--- src/rtl/lanectrl_pause_pkg.sv ---
// Shared definitions for the multi-lane HS_IO_CLK_PAUSE synchroniser:
// lane FSM state encodings, legal parameter ranges and sizing helpers.
package lanectrl_pause_pkg;

  localparam logic [1:0] ST_IDLE   = 2'd0;
  localparam logic [1:0] ST_ASSERT = 2'd1;
  localparam logic [1:0] ST_GAP    = 2'd2;

  localparam int SYNC_STAGES_MIN = 1;
  localparam int SYNC_STAGES_MAX = 4;
  localparam int MIN_PULSE_MIN   = 1;
  localparam int MIN_PULSE_MAX   = 16;
  localparam int HOLDOFF_MIN     = 0;
  localparam int HOLDOFF_MAX     = 15;

  function automatic int clamp_int(input int v, input int lo, input int hi);
    if (v < lo) return lo;
    if (v > hi) return hi;
    return v;
  endfunction

  // Bits needed to hold a down-counter that starts at max_val, never below 1.
  function automatic int cnt_width(input int max_val);
    return (max_val <= 1) ? 1 : $clog2(max_val + 1);
  endfunction

endpackage

--- src/rtl/lanectrl_pause_lane.sv ---
// One pause lane: input synchroniser, pulse-shaping FSM with minimum high
// time and holdoff gap, sticky missed-request flag, optional negedge retime.
module lanectrl_pause_lane
  import lanectrl_pause_pkg::*;
#(
  parameter int SYNC_STAGES = 2,
  parameter int MIN_PULSE   = 2,
  parameter int HOLDOFF     = 1,
  parameter int FALL_OUT    = 0
) (
  input  logic CLK,
  input  logic RESET,
  input  logic pause_i,
  input  logic lane_en_i,
  output logic pause_sync_o,
  output logic missed_o
);

  localparam int PW = cnt_width(MIN_PULSE - 1);
  localparam int GW = cnt_width(HOLDOFF);
  localparam logic [PW-1:0] PCNT_INIT = PW'(MIN_PULSE - 1);
  localparam logic [GW-1:0] GCNT_INIT = (HOLDOFF > 0) ? GW'(HOLDOFF - 1) : '0;

  logic [SYNC_STAGES-1:0] sync_q, sync_d;
  logic [1:0]             state_q, state_d;
  logic [PW-1:0]          pcnt_q, pcnt_d;
  logic [GW-1:0]          gcnt_q, gcnt_d;
  logic                   pend_q, pend_d;
  logic                   missed_q, missed_d;
  logic                   s;
  logic                   assert_w;

  always_comb begin
    sync_d    = '0;
    sync_d[0] = pause_i;
    for (int i = 1; i < SYNC_STAGES; i++) begin
      sync_d[i] = sync_q[i-1];
    end
  end

  assign s = sync_q[SYNC_STAGES-1];

  always_comb begin
    state_d  = state_q;
    pcnt_d   = pcnt_q;
    gcnt_d   = gcnt_q;
    pend_d   = pend_q;
    missed_d = missed_q;
    case (state_q)
      ST_IDLE: begin
        if (s && lane_en_i) begin
          state_d = ST_ASSERT;
          pcnt_d  = PCNT_INIT;
        end
      end
      ST_ASSERT: begin
        // A held request keeps the lane asserted once the minimum width is met.
        if (pcnt_q != '0) begin
          pcnt_d = pcnt_q - PW'(1);
        end else if (!s) begin
          if (HOLDOFF == 0) begin
            state_d = ST_IDLE;
          end else begin
            state_d = ST_GAP;
            gcnt_d  = GCNT_INIT;
          end
        end
      end
      ST_GAP: begin
        if (s) pend_d = 1'b1;
        if (gcnt_q != '0) begin
          gcnt_d = gcnt_q - GW'(1);
        end else begin
          pend_d = 1'b0;
          if (pend_q && !s) missed_d = 1'b1;
          if (s && lane_en_i) begin
            state_d = ST_ASSERT;
            pcnt_d  = PCNT_INIT;
          end else begin
            state_d = ST_IDLE;
          end
        end
      end
      default: state_d = ST_IDLE;
    endcase
  end

  always_ff @(posedge CLK or posedge RESET) begin
    if (RESET) begin
      sync_q   <= '0;
      state_q  <= ST_IDLE;
      pcnt_q   <= '0;
      gcnt_q   <= '0;
      pend_q   <= 1'b0;
      missed_q <= 1'b0;
    end else begin
      sync_q   <= sync_d;
      state_q  <= state_d;
      pcnt_q   <= pcnt_d;
      gcnt_q   <= gcnt_d;
      pend_q   <= pend_d;
      missed_q <= missed_d;
    end
  end

  assign assert_w = (state_q == ST_ASSERT);
  assign missed_o = missed_q;

  if (FALL_OUT != 0) begin : g_fall
    logic out_q;
    always_ff @(negedge CLK or posedge RESET) begin
      if (RESET) out_q <= 1'b0;
      else       out_q <= assert_w;
    end
    assign pause_sync_o = out_q;
  end else begin : g_rise
    assign pause_sync_o = assert_w;
  end

endmodule

--- src/rtl/lanectrl_pause_sync_multi.sv ---
// Multi-lane pause synchroniser between PHY training/control and the lane
// controllers' HS_IO_CLK_PAUSE inputs; lanes are fully independent.
module lanectrl_pause_sync_multi
  import lanectrl_pause_pkg::*;
#(
  parameter int NUM_LANES   = 4,
  parameter int SYNC_STAGES = 2,
  parameter int MIN_PULSE   = 2,
  parameter int HOLDOFF     = 1,
  parameter int FALL_OUT    = 0
) (
  input  logic                 CLK,
  input  logic                 RESET,
  input  logic [NUM_LANES-1:0] PAUSE_IN,
  input  logic [NUM_LANES-1:0] LANE_EN,
  output logic [NUM_LANES-1:0] PAUSE_SYNC,
  output logic                 PAUSE_ANY,
  output logic [NUM_LANES-1:0] PAUSE_MISSED
);

  // Out-of-range settings are pulled back to the nearest legal value.
  localparam int SYNC_N  = clamp_int(SYNC_STAGES, SYNC_STAGES_MIN, SYNC_STAGES_MAX);
  localparam int PULSE_N = clamp_int(MIN_PULSE, MIN_PULSE_MIN, MIN_PULSE_MAX);
  localparam int HOLD_N  = clamp_int(HOLDOFF, HOLDOFF_MIN, HOLDOFF_MAX);

  for (genvar gi = 0; gi < NUM_LANES; gi++) begin : g_lane
    lanectrl_pause_lane #(
      .SYNC_STAGES(SYNC_N),
      .MIN_PULSE  (PULSE_N),
      .HOLDOFF    (HOLD_N),
      .FALL_OUT   (FALL_OUT)
    ) u_lane (
      .CLK         (CLK),
      .RESET       (RESET),
      .pause_i     (PAUSE_IN[gi]),
      .lane_en_i   (LANE_EN[gi]),
      .pause_sync_o(PAUSE_SYNC[gi]),
      .missed_o    (PAUSE_MISSED[gi])
    );
  end

  assign PAUSE_ANY = |PAUSE_SYNC;

endmodule

--- config.mk ---
export PLATFORM = sky130hd
export DESIGN_NAME = lanectrl_pause_sync_multi
export DESIGN_NICKNAME = d
export VERILOG_FILES = /design/src/rtl/lanectrl_pause_pkg.sv /design/src/rtl/lanectrl_pause_lane.sv /design/src/rtl/lanectrl_pause_sync_multi.sv
export SDC_FILE = /design/constraint.sdc
export NUM_CORES = 1
export LEC_CHECK = 0
export CAP_MARGIN = 20
export CELL_PAD_IN_SITES_DETAIL_PLACEMENT = 0
export CELL_PAD_IN_SITES_GLOBAL_PLACEMENT = 2
export CORE_ASPECT_RATIO = 1.75
export CORE_MARGIN = 4
export CORE_UTILIZATION = 25
export DETAILED_ROUTE_END_ITERATION = 10
export PLACE_DENSITY_LB_ADDON = 0.12
export SETUP_SLACK_MARGIN = 0.2
export SYNTH_ARGS = -nofsm -noshare
export SYNTH_HDL_FRONTEND = slang
export SYNTH_HIERARCHICAL = 1
export SYNTH_SLANG_ARGS = --single-unit
--- constraint.sdc ---
create_clock -name CLK -period 1.4 [get_ports CLK]
set_input_delay 0.42 -clock CLK [delete_from_list [all_inputs] [get_ports CLK]]
set_output_delay 0.42 -clock CLK [all_outputs]
set_load 0.05 [all_outputs]
### Word-level counts from Yosys, hierarchy flattened

Cells that the tools add are included.

* word-level logic and storage cells: 173
* bits of input ports: 10
* flip-flop bits (word level): 32

* muxes and demuxes: 64
* equality and inequality tests: 28
* reduce and logical (&&, ||, !) cells: 45
* add/subtract/negate cells: 8
* bitwise logic cells: 4

Operators with widths (number)
* two-way mux 1 bit: 36
* two-way mux 2 bit: 16
* inequality test 2 bit, second input constant: 12
* case mux 2 bit (3 select lines): 4
* AND reduction 3 bit: 8
* inequality test 2 x 1 -> 1 bit, second input constant: 8
* AND reduction 2 bit: 8
* AND reduction 4 bit: 4
* case mux 1 bit (3 select lines): 4
* nonzero test 3 bit: 4
* equality test 2 x 1 -> 1 bit, second input constant: 4
* equality test 2 bit, second input constant: 4
* logical AND 1 bit: 8
* logical NOT 2 bit: 4
* case mux 1 bit (2 select lines): 4
* nonzero test 2 bit: 4
* subtractor 1 bit, second input constant: 8
* logical NOT 1 bit: 4
* NOT 1 bit: 4
* OR reduction 4 bit: 1

### Longest topological paths before layout

Gate-level depths: netlist of run 1.

* depth in word-level cells: 4
* mapped depth: 3
* mapped depth without buffers: 3

### By module

Netlist of run 1, hierarchy kept.

Modules (own cells, without submodules)
* lanectrl_pause_lane: area each 182.7 um^2, cells an instance 17, seq. area each 125.1 um^2, instances 4
* lanectrl_pause_sync_multi: area each 7.5 um^2, cells an instance 1, seq. area each 0.0 um^2, instances 1

### Worst setup path before layout of run 1

No wires, ideal clock.

* path type: flip-flop to output port
* start: register g_lane[1].u_lane.state_q[0]
* end: output PAUSE_ANY
* arrival time: 1517 ps
* data required time: 980 ps
* buffers on the path: 0
* path slack: -537 ps
* stages on the path, launching flop included: 4
* cell sequence: dfrtp_1 > nand2b_1 > inv_1 > or4_1

* word-level cells in the longest chain between the ends: 2

RTL lines
* start: declaration: RTL line lanectrl_pause_lane.sv:25 `logic [1:0] state_q, state_d;`
* start signal: assignment: RTL line lanectrl_pause_lane.sv:98 `state_q <= state_d;`
* equality test 2 x 1 -> 1 bit: RTL line lanectrl_pause_lane.sv:106 `assign assert_w = (state_q == ST_ASSERT);`
* named net PAUSE_SYNC[1]: RTL line lanectrl_pause_sync_multi.sv:16 `output logic [NUM_LANES-1:0] PAUSE_SYNC,`
* OR reduction 4 bit: RTL line lanectrl_pause_sync_multi.sv:42 `assign PAUSE_ANY = |PAUSE_SYNC;`
* end: declaration: RTL line lanectrl_pause_sync_multi.sv:17 `output logic PAUSE_ANY,`

The timed path passes the listed nets, and every way through them passes these cells.

### Worst setup path after layout of run 1

* start: register g_lane[1].u_lane.state_q[0]
* end: output PAUSE_ANY

* word-level cells in the longest chain between the ends: 2

RTL lines (RTL line)
* equality test 2 x 1 -> 1 bit: lanectrl_pause_lane.sv:106
* OR reduction 4 bit: lanectrl_pause_sync_multi.sv:42

No other way between the ends.

==> results of run 1 <==
repair_timing:
action	in CTS	in global routing
setup buffers	3	3
pin swaps	0	0
gates resized for setup	14	1
setup endpoints to repair	5	5
cloned	0	0
kinds of logic (layout without fill, tap and decap cells):
family	count (synthesis)	in the layout	share of synthesized area, %
other	4	4	2.03
AND/OR/NAND/NOR	21	21	13.2
flip-flops	20	20	67.8
buffers and inverters	12	43	8.14
AO/OA/AOI/OAI	12	12	8.81
path summary, 6_finish.rpt:
path | slack (ps) | start | endpoint | depth (start not counted)
hold / removal | 350 | g_lane[0].u_lane/sync_q[0] | g_lane[0].u_lane/sync_q[1] | 0
setup / recovery | -500 | g_lane[1].u_lane/state_q[0] | PAUSE_ANY | 4
min in group asynchronous | 480 | RESET | g_lane[3].u_lane/sync_q[0] | 2
setup reg to reg | 390 | g_lane[1].u_lane/state_q[1] | g_lane[1].u_lane/state_q[0] | 4
max in group asynchronous | 750 | RESET | g_lane[1].u_lane/state_q[0] | 2
hold reg to reg | 350 | g_lane[0].u_lane/sync_q[0] | g_lane[0].u_lane/sync_q[1] | 0
per-stage QoR:
| step | setup TNS [ps] | utilization [%] |
|---|---|---|
| 2_1_floorplan | -411 | - |
| 3_3_place_gp | -261 | 36.7 |
| 3_5_place_dp | -258 | 36.7 |
| 4_1_cts | -909 | 42.0 |
| 5_1_grt | -1160 | 43.0 |
| 6_report | -960 | 43.0 |
synth_stat cells:
library cell,number
sky130_fd_sc_hd__a21oi_1,8
sky130_fd_sc_hd__buf_4,4
sky130_fd_sc_hd__conb_1,4
sky130_fd_sc_hd__dfrtp_1,20
sky130_fd_sc_hd__inv_1,8
sky130_fd_sc_hd__nand2_1,8
sky130_fd_sc_hd__nand2b_1,4
sky130_fd_sc_hd__nor2_1,4
sky130_fd_sc_hd__nor3_1,4
sky130_fd_sc_hd__o22ai_1,4
sky130_fd_sc_hd__or4_1,1
cell type report:
type / count / area (um^2) / area share (%)
flip-flops and latches: 20 / 500 / 42.3
repair buffers: 31 / 328 / 27.7
multi-input cells: 37 / 211 / 17.9
clock buffers: 3 / 41.3 / 3.49
inverters: 8 / 38.8 / 3.28
well taps: 27 / 33.8 / 2.85
clock inverters: 1 / 30.0 / 2.54
cell usage in the layout, fill, tap and decap left out:
cell type,instances
sky130_fd_sc_hd__nor3_1,4
sky130_fd_sc_hd__o22ai_1,4
sky130_fd_sc_hd__buf_4,13
sky130_fd_sc_hd__clkinvlp_4,1
sky130_fd_sc_hd__nand2b_4,4
sky130_fd_sc_hd__nor2_1,4
sky130_fd_sc_hd__clkbuf_8,3
sky130_fd_sc_hd__inv_1,4
sky130_fd_sc_hd__buf_6,4
sky130_fd_sc_hd__buf_8,1
sky130_fd_sc_hd__inv_2,1
sky130_fd_sc_hd__or4_4,1
sky130_fd_sc_hd__nand2_1,8
sky130_fd_sc_hd__dfrtp_1,20
sky130_fd_sc_hd__buf_12,4
sky130_fd_sc_hd__clkdlybuf4s50_1,9
sky130_fd_sc_hd__conb_1,4
sky130_fd_sc_hd__bufinv_16,1
sky130_fd_sc_hd__a21oi_1,8
sky130_fd_sc_hd__inv_4,2
power groups by stage:
stage / registers, uW / logic [uW] / clock network (uW)
2_1_floorplan: 827 / 583 / 0
3_3_place_gp: 835 / 1210 / 0
3_5_place_dp: 843 / 1210 / 0
4_1_cts: 864 / 1430 / 578
5_1_grt: 885 / 1570 / 614
6_report: 864 / 1480 / 564
metal layers:
metal | vias up | routed length (um) | share of wire [%] | track usage (%)
met5 | - | 0 | 0 | 0
met4 | 0 | 16 | 1.2 | 4.85
met3 | 2 | 51 | 3.7 | 1.31
met2 | 10 | 808 | 58 | 15.1
met1 | 275 | 513 | 37 | 7.07
li1 | 274 | - | - | -
state kept, by name, indices dropped and copies added, names as in the netlist:
| register | flops |
|---|---|
| g_lane.u_lane/state_q | 8 |
| g_lane.u_lane/sync_q | 8 |
| g_lane.u_lane/pcnt_q | 4 |
worst register-to-register path, delay by kind of cell, from the launching register on:
| family | cells | cell delay [ps] |
|---|---|---|
| flops | 1 | 380 |
| buf+inv | 2 | 240 |
| compound gates | 1 | 160 |
| simple gates | 1 | 150 |
==> results.md, run 1 <==
* Wire length of the first global-routing pass at 2.37 mm
* Clock tree skew after final layout at 2.88 ps
* Antenna diode count at 0
* Clock insertion delay at the later pin of the skew report at 250 ps
* Total count of max-transition violations in the final report at 0
* Worst hold slack after final layout at 353 ps
* Switching share of power at 33.7%
* Register share of total power at 29.8%
* Count of endpoints failing setup in the final report at 4
* Cell area after layout at 1180 um^2
* Arrival time at the worst endpoint at 1480 ps
* Total track usage at 7.78%
* Initial DRT Pass Iterations at 2
* Number of placement rows at 25
* Critical path fanouts, max at 2
* Proportion of layout cells with a drive suffix above 1 at 35.0%
* Switching power at 979 uW
* Width of the chip at 49.1 um
* Library cell with the largest summed area after synthesis: sky130_fd_sc_hd__dfrtp_1
* Share of total power in combinational logic at 50.8%
* Crit path required time at 980 ps
* Synthesized area per cell at 10.7 um^2
* Startpoint kind of the worst setup timing path: flip-flop
* Max-cap violations at 0
* Hold-fix buffers, CTS at 0
* CP top delay family: simple AND/OR/NAND/NOR gates
* Placeable core area at 2750 um^2
* Total congestion overflow after global routing at 0
* DP Wirelength at 1.10 mm
* Post-route total power at 2910 uW
* Proportion of synthesized chip area in sequential cells at 67.8%
* Boundary Pins at 19
* Type of the most critical hold path: reg -> reg
* Run status: complete, but fails checks
* Antenna violations before repair at 0
* Areal power density over the cells at 2450 nW/um^2
* Clock tree from TritonCTS: yes
* Worst Setup Slack post-DPL at -258 ps
* Port Buffer Count at 14
* Failing checks: negative setup slack
* Peak supply drop at 1.30 mV
* Syn. warnings at 6
* Clock root buffer master: sky130_fd_sc_hd__clkbuf_8
* Signed area change from the synthesized netlist to the final layout at 60.3%
* Routability congestion estimate from global placement at 0.736
* Maximum number of pins on one net before global-route repair at 13
* Yosys top cell area share at 67.8%
* Achievable Freq at 526 MHz
* Number of design rule violations left after detail routing at 0
* Layout Nets at 111
* Critical-path cell list: nand2b_4 -> inv_2 -> or4_4 -> buf_8
* Summed instance area of the synthesized netlist at 738 um^2
* Cell total after placement at 117
* Layout Cells excl Fill at 127
* Share of the clock period used by the worst path after layout at 136%
* Main area contributors after synthesis: sky130_fd_sc_hd__dfrtp_1, sky130_fd_sc_hd__a21oi_1, sky130_fd_sc_hd__buf_4
* Power Internal at 1930 uW
* Deepest clock path buffer count at 2
* Average wire length per cell after detail routing at 10.9 um
* Critical Setup Path Class: reg -> out
* Overall die height at 79.9 um
* Antenna Nets Post-Route at 0
* Starting density of the core at 26.8%
* Number of failing hold endpoints at the final stage at 0
* Net count of the mapped netlist at 79
* Unrepaired setup endpoints after global routing: yes
* # fillers at 270
* Clock group share of total power at 19.4%
* Leakage power total at 0.000561 uW
* Bufs and invs on worst path at 2
* Worst Setup End Kind: primary output
* Time the worst path needs with I/O delays and setup at 1900 ps
* Number of global-route vias before repair at 570
* Library cells used by synthesis at 11
* Cell at the slowest stage of the critical path: sky130_fd_sc_hd__or4_4
* Die area at 3920 um^2
* Delay contributed by the slowest stage of the critical path at 530 ps
* Final worst slack at -500 ps
* Vias at 561
* Total cell area at the placement stage at 1010 um^2
* #FFs+latches synth at 20
* Number of buffers inserted during clock tree synthesis at 3
* Synthesized instance count at 69
* Via-per-instance ratio at 4.42
* TritonCTS Sinks at 20
* Iteration-0 DRC Markers at 5
* Register clock-pin slew on the reported worst setup and hold paths at 70 ps
* H-tree level count at 1
* Routed wire length at 1.39 mm
Note: power is estimated with default switching activity, not from simulation.
==> inputs of run 2 (changes only) <==
--- a/config.mk
+++ b/config.mk
@@ -13,7 +13,6 @@
 export CORE_UTILIZATION = 25
 export DETAILED_ROUTE_END_ITERATION = 10
 export PLACE_DENSITY_LB_ADDON = 0.12
-export SETUP_SLACK_MARGIN = 0.2
 export SYNTH_ARGS = -nofsm -noshare
 export SYNTH_HDL_FRONTEND = slang
 export SYNTH_HIERARCHICAL = 1
==> results.md, run 2 (synthesis results as in run 1) <==
* Layout Nets at 117 (+5.4%)
* Boundary Pins at 19 (unchanged)
* Time the worst path needs with I/O delays and setup at 1910 ps (+8.28 ps)
* Final worst slack at -508 ps (-8.28 ps)
* Post-layout utilization of the core at 43.9% (+0.86 points)
* Count of endpoints failing setup in the final report at 5 (+1)
* Routed wire length at 1.37 mm (-1.7%)
* Arrival time at the worst endpoint at 1490 ps (about the same)
* Layout Cells excl Fill at 133 (+4.7%)
* Number of global-route vias before repair at 588 (+3.2%)
* Post-route setup TNS at -795 ps (+165 ps)
* Antenna Nets Post-Route at 0 (unchanged)
* Number of design rule violations left after detail routing at 0 (unchanged)
* Die area at 3920 um^2 (unchanged)
* Number of placement rows at 25 (unchanged)
* Worst R2R Start: g_lane[3].u_lane/state_q[1]
* Via-per-instance ratio at 4.34 (-1.8%)
* Worst Setup End Kind: primary output
* Register clock-pin slew on the reported worst setup and hold paths at 70 ps (about the same)
* Wire length of the first global-routing pass at 2.50 mm (+5.8%)
* Total track usage at 8.04% (+0.26 points)
* Clock root buffer master: sky130_fd_sc_hd__clkbuf_8
* Number of failing hold endpoints at the final stage at 0 (unchanged)
* Port Buffer Count at 14 (unchanged)
* Average wire length per cell after detail routing at 10.3 um (-6.2%)
* Peak supply drop at 1.61 mV (+24%)
* Initial DRT Pass Iterations at 3 (+1)
* Critical path fanouts, max at 2 (unchanged)
* Clock insertion delay at the later pin of the skew report at 250 ps (about the same)
* Routability congestion estimate from global placement at 0.719 (-2.4%)
* Startpoint kind of the worst setup timing path: flip-flop
* Maximum number of pins on one net before global-route repair at 12 (-1)
* Width of the chip at 49.1 um (unchanged)
* Achievable Freq at 524 MHz (-0.43%)
* Crit path from: g_lane[2].u_lane/state_q[0]
* Crit path required time at 980 ps (about the same)
* Antenna violations before repair at 0 (unchanged)
* Commonest cells after routing, fill and taps aside: sky130_fd_sc_hd__dfrtp_1, sky130_fd_sc_hd__buf_4, sky130_fd_sc_hd__clkdlybuf4s50_1
* Delay contributed by the slowest stage of the critical path at 530 ps (about the same)
* TritonCTS Sinks at 20 (unchanged)
* Failing checks: negative setup slack
* Vias at 577 (+2.9%)
* Iteration-0 DRC Markers at 11 (+6)
* Critical-path cell list: nand2b_4 -> inv_4 -> or4_4 -> buf_8
* Critical Setup Path Class: reg -> out
* H-tree level count at 1 (unchanged)
* Total congestion overflow after global routing at 0 (unchanged)
* Type of the most critical hold path: reg -> reg
* Start point of the worst min-delay path: g_lane[1].u_lane/sync_q[0]
* DP Wirelength at 1.04 mm (-5.7%)
* Cell total after placement at 119 (+1.7%)
* Largest regs: g_lane.u_lane/state_q (8), g_lane.u_lane/sync_q (8), g_lane.u_lane/pcnt_q (4)
* Clock tree from TritonCTS: yes
* Signed area change from the synthesized netlist to the final layout at 63.6%
* Unrepaired setup endpoints after global routing: yes
* Overall die height at 79.9 um (unchanged)
* Share of the clock period used by the worst path after layout at 136% (+0.59 points)
* Max-cap violations at 0 (unchanged)
* Run status: complete, but fails checks
* Placeable core area at 2750 um^2 (unchanged)
* Starting density of the core at 26.8% (unchanged)
* Hold-fix buffers, CTS at 0 (unchanged)
* Post-route total power at 2810 uW (-3.2%)
* Areal power density over the cells at 2330 nW/um^2 (-5.2%)
* Total count of max-transition violations in the final report at 0 (unchanged)
* Cell at the slowest stage of the critical path: sky130_fd_sc_hd__or4_4
* Leakage power total at 0.000591 uW (+5.3%)
* Worst hold slack after final layout at 351 ps (-2.55 ps)
* Clock tree skew after final layout at 2.01 ps (-0.878 ps)
* Number of buffers inserted during clock tree synthesis at 3 (unchanged)
* Proportion of layout cells with a drive suffix above 1 at 38.7% (+3.7 points)
* Antenna diode count at 0 (unchanged)
* Deepest clock path buffer count at 2 (unchanged)
run 2: stage by stage:
step                instance area (um^2)  setup slack, ps
detailed placement                  1020             -234
finish                              1210             -508
CTS                                 1140             -496
global route                        1210             -544
floorplan                            742             -411
global placement                    1020             -228
run 2: final cells by class:
| type | count | area [um^2] |
|---|---|---|
| Fill cell | 277 | 1550 |
| Sequential cell | 20 | 500 |
| Timing Repair Buffer | 37 | 369 |
| Multi-Input combinational cell | 37 | 211 |
| Clock buffer | 4 | 55.1 |
| Inverter | 8 | 37.5 |
| Tap cell | 27 | 33.8 |
run 2: timing repair:
item | in CTS | in global routing
setup endpoints to repair | 5 | 5
pin swaps | 0 | 1
buffers inserted | 5 | 8
gates resized for setup | 11 | 6
endpoints found under the hold margin | 0 | 0
run 2: final timing paths:
| path | end | slack, ps | cells past startpoint |
|---|---|---|---|
| min reg2reg | g_lane[1].u_lane/sync_q[1] | 350 | 0 |
| min | g_lane[1].u_lane/sync_q[1] | 350 | 0 |
| max in group asynchronous | g_lane[2].u_lane/state_q[0] | 750 | 2 |
| min in group asynchronous | g_lane[0].u_lane/state_q[0] | 460 | 2 |
| max reg2reg | g_lane[3].u_lane/state_q[0] | 390 | 4 |
| max | PAUSE_ANY | -510 | 4 |
run 2: metal layers:
metal	routed length, um	global-route usage, %
met5	0	0
met4	38	5.66
met3	69	1.68
met2	725	12.9
met1	531	9.27
run 2: worst max-delay path, delay by kind of cell (launching register included):
| family | cells | cell delay, ps |
|---|---|---|
| simple gates | 2 | 630 |
| buf+inv | 2 | 200 |
| flops | 1 | 410 |
run 2: power breakdown:
| part | internal [uW] | switching, uW | total (uW) | leakage (uW) |
|---|---|---|---|---|
| Clock | 250 | 177 | 427 | 0.0000288 |
| Combinational | 856 | 670 | 1530 | 0.000315 |
| Sequential | 728 | 129 | 857 | 0.000247 |
